**src/rtl/probe_table_core.sv**
```systemverilog
// Linear-probing key/value store: 8 slots, one probe per clock, combinational
// BUSY on status from the accept cycle until the registered result appears.
module probe_table_core (
  input  logic       clk,
  input  logic       rst_n,
  input  logic [2:0] hash,
  input  logic [3:0] key,
  input  logic [3:0] val,
  input  logic [1:0] cmd,
  input  logic       go,
  output logic [1:0] status,
  output logic [3:0] out
);
  typedef enum logic [1:0] {S_IDLE, S_PROBE, S_CLEAR} state_e;

  localparam logic [1:0] C_LOOKUP = 2'd0, C_INSERT = 2'd1, C_DELETE = 2'd2, C_CLEAR = 2'd3;
  localparam logic [1:0] ST_OK = 2'd0, ST_NF = 2'd1, ST_FULL = 2'd2, ST_BUSY = 2'd3;

  state_e            state_q, state_d;
  logic              armed_q, armed_d;
  logic [2:0]        p_q, p_d, n_q, n_d, cand_q, cand_d;
  logic              cand_vld_q, cand_vld_d;
  logic [1:0]        cmd_q, cmd_d, status_q, status_d;
  logic [3:0]        key_q, key_d, val_q, val_d, out_q, out_d;

  logic [7:0]        vld_q, tomb_q;
  logic [7:0][3:0]   tkey_q, tval_q;

  logic              we, wvld, wtomb;
  logic [2:0]        widx;
  logic [3:0]        wkey, wval;

  logic accept, s_vld, s_tomb, s_hit, s_empty, last;
  logic [2:0] cand_idx;

  assign accept   = (state_q == S_IDLE) && go && armed_q;
  assign s_vld    = vld_q[p_q];
  assign s_tomb   = tomb_q[p_q];
  assign s_hit    = s_vld && (tkey_q[p_q] == key_q);
  assign s_empty  = !s_vld && !s_tomb;
  assign last     = (n_q == 3'd7);
  // Earliest free slot on the probe path, including the one under the probe now.
  assign cand_idx = cand_vld_q ? cand_q : p_q;

  always_comb begin
    state_d    = state_q;
    armed_d    = go ? (accept ? 1'b0 : armed_q) : 1'b1;
    p_d        = p_q;
    n_d        = n_q;
    cand_d     = cand_q;
    cand_vld_d = cand_vld_q;
    cmd_d      = cmd_q;
    key_d      = key_q;
    val_d      = val_q;
    status_d   = status_q;
    out_d      = out_q;
    we         = 1'b0;
    widx       = p_q;
    wvld       = 1'b0;
    wtomb      = 1'b0;
    wkey       = 4'd0;
    wval       = 4'd0;
    case (state_q)
      S_IDLE: if (accept) begin
        cmd_d      = cmd;
        key_d      = key;
        val_d      = val;
        n_d        = 3'd0;
        cand_vld_d = 1'b0;
        p_d        = (cmd == C_CLEAR) ? 3'd0 : hash;
        state_d    = (cmd == C_CLEAR) ? S_CLEAR : S_PROBE;
      end
      S_PROBE: begin
        p_d = p_q + 3'd1;
        n_d = n_q + 3'd1;
        if (!cand_vld_q && !s_vld) begin
          cand_vld_d = 1'b1;
          cand_d     = p_q;
        end
        case (cmd_q)
          C_LOOKUP: begin
            if (s_hit) begin
              status_d = ST_OK;  out_d = tval_q[p_q]; state_d = S_IDLE;
            end else if (s_empty || last) begin
              status_d = ST_NF;  out_d = 4'd0;        state_d = S_IDLE;
            end
          end
          C_INSERT: begin
            if (s_hit) begin
              we = 1'b1; widx = p_q; wvld = 1'b1; wkey = key_q; wval = val_q;
              status_d = ST_OK; state_d = S_IDLE;
            end else if (s_empty || (last && (cand_vld_q || !s_vld))) begin
              we = 1'b1; widx = cand_idx; wvld = 1'b1; wkey = key_q; wval = val_q;
              status_d = ST_OK; state_d = S_IDLE;
            end else if (last) begin
              status_d = ST_FULL; state_d = S_IDLE;
            end
          end
          C_DELETE: begin
            if (s_hit) begin
              we = 1'b1; widx = p_q; wtomb = 1'b1; wkey = tkey_q[p_q]; wval = tval_q[p_q];
              status_d = ST_OK; state_d = S_IDLE;
            end else if (s_empty || last) begin
              status_d = ST_NF; state_d = S_IDLE;
            end
          end
          default: state_d = S_IDLE;
        endcase
      end
      S_CLEAR: begin
        we  = 1'b1;
        p_d = p_q + 3'd1;
        n_d = n_q + 3'd1;
        if (last) begin
          status_d = ST_OK; out_d = 4'd0; state_d = S_IDLE;
        end
      end
      default: state_d = S_IDLE;
    endcase
  end

  always_ff @(posedge clk or negedge rst_n) begin
    if (!rst_n) begin
      state_q    <= S_IDLE;
      armed_q    <= 1'b1;
      p_q        <= 3'd0;
      n_q        <= 3'd0;
      cand_q     <= 3'd0;
      cand_vld_q <= 1'b0;
      cmd_q      <= 2'd0;
      key_q      <= 4'd0;
      val_q      <= 4'd0;
      status_q   <= ST_OK;
      out_q      <= 4'd0;
      vld_q      <= '0;
      tomb_q     <= '0;
      tkey_q     <= '0;
      tval_q     <= '0;
    end else begin
      state_q    <= state_d;
      armed_q    <= armed_d;
      p_q        <= p_d;
      n_q        <= n_d;
      cand_q     <= cand_d;
      cand_vld_q <= cand_vld_d;
      cmd_q      <= cmd_d;
      key_q      <= key_d;
      val_q      <= val_d;
      status_q   <= status_d;
      out_q      <= out_d;
      if (we) begin
        vld_q[widx]  <= wvld;
        tomb_q[widx] <= wtomb;
        tkey_q[widx] <= wkey;
        tval_q[widx] <= wval;
      end
    end
  end

  assign status = ((state_q != S_IDLE) || (go && armed_q)) ? ST_BUSY : status_q;
  assign out    = out_q;
endmodule

```
**config.mk**
```make
export PLATFORM = sky130hd
export DESIGN_NAME = probe_table_core
export DESIGN_NICKNAME = d
export VERILOG_FILES = /design/src/rtl/probe_table_core.sv
export SDC_FILE = /design/constraint.sdc
export NUM_CORES = 1
export LEC_CHECK = 0
export ABC_CLOCK_PERIOD_IN_PS = 8350
export CORE_MARGIN = 2
export CORE_UTILIZATION = 50
export CTS_BUF_LIST = sky130_fd_sc_hd__clkbuf_8
export DETAILED_ROUTE_END_ITERATION = 8
export GPL_ROUTABILITY_DRIVEN = 0
export PLACE_DENSITY = 0.68
export SYNTH_ARGS = -nofsm -noshare
export SYNTH_HDL_FRONTEND = slang
export SYNTH_SLANG_ARGS = --single-unit
```
**constraint.sdc**
```tcl
create_clock -name clk -period 8.35 [get_ports clk]
set_input_delay 2.505 -clock clk [delete_from_list [all_inputs] [get_ports clk]]
set_output_delay 2.505 -clock clk [all_outputs]
set_load 0.01 [all_outputs]
```
==> results.cfg, run 1 <==
[final_layout]
drive_above_1_share_pct = 32.57
nNetsFinal = 460
multi_input_area_um2 = 2679
n_antenna_cell = 0
fill_cells = 904
final_cells = 579
seqCellArea_um2 = 2729
area_growth_syn_to_layout_pct = 8.476
layout_commonest_cell = dfrtp_1
final_cell_mix = dfrtp_1 (108), mux2_2 (96), nand2_1 (25)

[sta]
fin_tns_setup_ns = 0
final_max_slew_viol_count = 0
finalSetupViolCount = 0
fin_crit_ns = 6.533
final_hold_viol_count = 0
fin_crit_sh_pct = 78.24
skew_ns = 0.01703
worstMarginPinSlew_ns = 0.9945
rsz0062_at_grt = no
maxSlewHeadroom_pct = 33.70
max_freq_mhz = 153.1

[grt]
grt_pass1_wl_um = 19330
grt_usage_pct = 21.93
antenna_found_initial = 0
grt_pass1_vias = 3567
grt_max_degree = 69
overflow = 0

[cts]
postCtsSetupBuffers = 0
h-tree-depth = 3
cts-root-buf = clkbuf_8
cts_tree = yes
clock_latency_ns = 0.39
cts.path.max_buffers = 2
cts.sinks = 109
numCtsBuffers = 9
hold_buffers = 0
clk_pin_slew_ns = 0.10
cts-resized-gates = 0

[detailed_routing]
wl_per_cell_um = 20.64
vias = 3460
ant_nets = 0
vias_per_cell = 5.976
drtIter0Drc = 239
route.detailed.drc = 0
dr.pass1.iters = 4
wl_um = 11950

[min_path]
worstHoldStart = n_q[2]$_DFFE_PN0P_
hold_path_class = flop to flop

[setup_path]
worstSetupStartpoint = go
worstPathRequired_ns = 5.85
crit_path_frequent_cell = clkdlybuf4s50_1
crit_arrival_ns = 4.03
cpMaxStageDelayCell = a21boi_0
timing.rr.start = p_q[1]$_DFFE_PN0P_
max_stage_delay_ns = 0.52
crit_chain = clkdlybuf4s50_1 > a21boi_0 > nand2b_1 > clkdlybuf4s50_1
endpoint_kind = output port
crit_type = input port to output port
crit_fanout = 6
path_buf_inv = 2
start_kind = input port
path_delay_family = buffers and inverters

[floorplanning]
core_area_um2 = 10840
num_rows = 38
die_y_um = 109.4
initial_utilization_pct = 51.20
io_pins = 22
die_area_um2 = 11960
die_width_um = 109.4

[place]
dpl.hpwl_um = 7725
place_inst = 563
portBuffers = 21

[synthesis]
yosys_warnings = 0
yosysSeqAreaShare_pct = 49.17
ys_ff_latch = 109
synth_area_leaders = dfrtp_1 (49%), mux2_2 (19%), mux4_2 (5.3%), mux2i_1 (2.7%), ha_1 (2.3%)
syn-num-nets = 444
postSynthCellCount = 418
synth_area_um2 = 5550
yosysTopAreaCell = dfrtp_1
synthDistinctLibCells = 60
ys.flop_type = dfrtp_1
synth_top_area_share_pct = 48.69
synth-edff-count = 0
ys_async_sr_fraction_pct = 100.0
avgSynthCellArea_um2 = 13.28

[pwr]
power_density_nw_per_um2 = 272.4
leakagePower_nw = 2.817
ir_worst_vdd_v = 0.0002698

[status]
outcome = finished clean

[job]
drv_cap = 0
-- cell families after synthesis --
family	after synthesis	share of synthesized area, %
XOR/XNOR	1	0.1578
AND/OR/NAND/NOR	83	8.138
flip-flops	109	49.17
buffers and inverters	29	2.570
multiplexers	134	30.16
adder cells (fa/ha/maj)	10	2.254
AO/OA/AOI/OAI	52	7.552
-- state kept, by name, summed over array words and instances (netlist names) --
register    cells
tkey_q         32
tval_q         32
tomb_q          8
vld_q           8
key_q           4
out             4
val_q           4
cand_q          3
n_q             3
p_q             3
cmd_q           2
state_q         2
status_q        2
armed_q         1
cand_vld_q      1
-- cell usage after synthesis (2+ instances only) --
master / number
a21oi_1: 8
a22o_1: 2
a31oi_1: 2
a32o_1: 7
and2_1: 2
and3_1: 4
and4_1: 3
buf_2: 5
clkbuf_1: 9
dfrtp_1: 108
ha_1: 10
inv_1: 11
mux2_1: 3
mux2_2: 96
mux2_4: 6
mux2i_1: 15
mux4_2: 13
nand2_1: 25
nand2b_1: 6
nand3_1: 5
nand3b_1: 2
nand4_1: 5
nor2_1: 14
nor2b_1: 4
nor3_1: 4
o21a_1: 4
o21ai_0: 7
o21ai_1: 3
o31ai_1: 2
or2_2: 2
or3_1: 2
-- area by class of cell --
type	count	share of cell area, %
well taps	140	2.909
multi-input cells	280	44.49
flip-flops and latches	109	45.32
inverters	11	0.6858
clock inverters	7	0.8313
repair buffers	23	3.699
clock buffers	9	2.057
-- final timing paths --
path / end / slack [ns] / cells past startpoint
setup / recovery: status[0] / 1.82 / 4
hold / removal: n_q[2]$_DFFE_PN0P_ / 0.48 / 2
setup reg to reg: tkey_q[28]$_DFFE_PN0P_ / 3.82 / 8
hold reg to reg: n_q[2]$_DFFE_PN0P_ / 0.48 / 2
max in group asynchronous: tkey_q[2]$_DFFE_PN0P_ / 5.00 / 2
min in group asynchronous: out[3]$_DFFE_PN0P_ / 2.08 / 1
-- power breakdown --
group          internal, mW  switching [mW]
Clock                 0.111           0.193
Sequential            0.601          0.0882
Combinational         0.275           0.372
-- through the flow --
step                      setup slack, ns  hold WS, ns  utilization, %  total power [mW]  cell area (um2)
after floorplan                     2.786       0.4428               -             1.190             5550
after global placement              1.858       0.4566           53.94             1.331             5847
after detailed placement            1.811       0.4673           53.94             1.348             5847
after CTS                           1.806       0.4902           55.54             1.648             6021
after global routing                1.673       0.5211           55.54             1.749             6021
final                               1.817       0.4828           55.54             1.640             6021
-- worst min-delay path, cell delays in order (launching register included) --
cell and delay, ns:
dfrtp_1 0.36, nand2_1 0.05, nand2_1 0.05
-- metal layers --
layer  GRT usage [%]  part of all wire, %  vias up
met4           8.047                  2.0        0
met5               0                    0        -
met3           3.853                  3.3       21
met2           34.61                   47       64
li1                -                    -     1584
met1           30.54                   48     1791
Power figures use the tool's default switching activity.
==> run 2: changes to the inputs <==
--- a/config.mk
+++ b/config.mk
@@ -5,7 +5,7 @@
 export SDC_FILE = /design/constraint.sdc
 export NUM_CORES = 1
 export LEC_CHECK = 0
-export ABC_CLOCK_PERIOD_IN_PS = 8350
+export ABC_CLOCK_PERIOD_IN_PS = 6200
 export CORE_MARGIN = 2
 export CORE_UTILIZATION = 50
 export CTS_BUF_LIST = sky130_fd_sc_hd__clkbuf_8
==> constraint.sdc (replaced) <==
create_clock -name clk -period 6.2 [get_ports clk]
set_input_delay 1.86 -clock clk [delete_from_list [all_inputs] [get_ports clk]]
set_output_delay 1.86 -clock clk [all_outputs]
set_load 0.01 [all_outputs]
==> run 2 against run 1 <==
  * Global-route usage grew 1.0 points
  * Cell area up 0.85%
  * Register-to-register slack got worse by 2.0 ns
  * Count of clock-buffer cells in the layout stayed put
  * Cell count grew 0.35%
  * Clock skew up 0.0034 ns
  * Wire length up 2.7%
  * Die area stayed put
  * Sequential cell count unchanged
  * Critical path type unchanged
  * Largest cell class unchanged
==> results.cfg, run 2 (same netlist as run 1, synthesis figures left out) <==
[setup_path]
crit_arrival_ns = 3.38
r2r_cells = 8
worst_r2r_endpoint = tkey_q[25]$_DFFE_PN0P_
worstSetupStartpoint = go
timing.rr.start = p_q[2]$_DFFE_PN0P_
worstPathRequired_ns = 4.34
reg2reg_setup_slack_ns = 1.82
endpoint_kind = output port
start_kind = input port
crit_fanout = 6
crit_type = input port to output port
cp-endpoint = status[0]

[cts]
cts_tree = yes
cts.sinks = 109
cts.path.max_buffers = 2
hold_buffers = 0
numCtsBuffers = 9
clk_pin_slew_ns = 0.10
cts-root-buf = clkbuf_8
h-tree-depth = 3
postCtsSetupBuffers = 0
clock_latency_ns = 0.40
cts-resized-gates = 0

[detailed_routing]
wl_um = 12270
wl_per_cell_um = 21.12
drtIter0Drc = 257
ant_nets = 0
vias = 3465
route.detailed.drc = 0
vias_per_cell = 5.964
dr.pass1.iters = 5

[final_layout]
drive_above_1_share_pct = 33.33
n_antenna_cell = 0
layout_commonest_cell = dfrtp_1
reg.largest.list = tkey_q: 32 flops, tval_q: 32 flops
nNetsFinal = 462
area_growth_syn_to_layout_pct = 9.400
final_cell_mix = dfrtp_1 (108), mux2_2 (96), nand2_1 (25)

[pwr]
ir_worst_vdd_v = 0.0002174
power_density_nw_per_um2 = 376.6
p_total_mw = 2.287
leakagePower_nw = 2.838

[grt]
antenna_found_initial = 0
grt_max_degree = 77
grt_pass1_vias = 3742
grt_usage_pct = 22.97
grt_pass1_wl_um = 20130
overflow = 0

[sta]
final_max_slew_viol_count = 0
maxSlewHeadroom_pct = 27.16
fin_crit_sh_pct = 84.45
finalSetupViolCount = 0
max_freq_mhz = 191.0
fin_tns_setup_ns = 0
skew_ns = 0.02039
rsz0062_at_grt = no
worstMarginPinSlew_ns = 1.084
final_hold_viol_count = 0
fin_crit_ns = 5.236

[status]
outcome = finished clean

[floorplanning]
num_rows = 38
core_area_um2 = 10840
initial_utilization_pct = 51.20
die_width_um = 109.4
die_area_um2 = 11960
io_pins = 22
die_y_um = 109.4

[place]
dpl.hpwl_um = 7994
portBuffers = 21

[job]
drv_cap = 0

[min_path]
whs_path_depth = 2
hold_path_class = flop to flop
## run 2: per-layer routing
metal | GRT usage [%] | up-vias | wire length [um]
li1 | - | 1597 | -
met1 | 31.13 | 1783 | 5878
met2 | 36.11 | 62 | 5714
met3 | 4.564 | 23 | 358
met4 | 9.855 | 0 | 321
met5 | 0 | - | 0
## run 2: final cells by class
class                      count  area (um2)
tap                          140       175.2
clock inverter                 7       86.33
fill                         911        4768
clock buffer                   9       123.9
sequential                   109        2729
timing repair buffer          25       237.7
inverter                      11       41.29
multi-input combinational    280        2679
## run 2: how the worst min path moves through the flow
stage	start	endpoint	slack, ns
6_report	n_q[2]$_DFFE_PN0P_	n_q[2]$_DFFE_PN0P_	0.49
5_1_grt	status_q[0]$_DFFE_PN0P_	status_q[0]$_DFFE_PN0P_	0.52
4_1_cts	n_q[2]$_DFFE_PN0P_	n_q[2]$_DFFE_PN0P_	0.50
2_1_floorplan	n_q[1]$_DFFE_PN0P_	n_q[1]$_DFFE_PN0P_	0.44
3_3_place_gp	n_q[2]$_DFFE_PN0P_	n_q[2]$_DFFE_PN0P_	0.46
3_5_place_dp	n_q[2]$_DFFE_PN0P_	n_q[2]$_DFFE_PN0P_	0.47
## run 2: critical path: stages
cell and delay, ns:
clkdlybuf4s50_1 0.41, a21boi_0 0.49, nand2b_1 0.11, clkdlybuf4s50_1 0.50
## run 2: through the flow
step,area (um2),hold slack (ns),cells,setup slack [ns],utilization (%)
2_1_floorplan,5550,0.4428,418,1.926,-
3_3_place_gp,5862,0.4569,565,1.002,54.07
3_5_place_dp,5862,0.4717,565,0.9373,54.07
4_1_cts,6072,0.4953,581,0.9114,56.01
5_1_grt,6072,0.5168,581,0.7793,56.01
6_report,6072,0.4878,581,0.9641,56.01
## run 2: power breakdown
part | total [mW] | internal (mW) | switching, mW
registers | 0.921 | 0.810 | 0.112
clock network | 0.465 | 0.197 | 0.268
logic | 0.900 | 0.377 | 0.523
total | 2.29 | 1.38 | 0.903
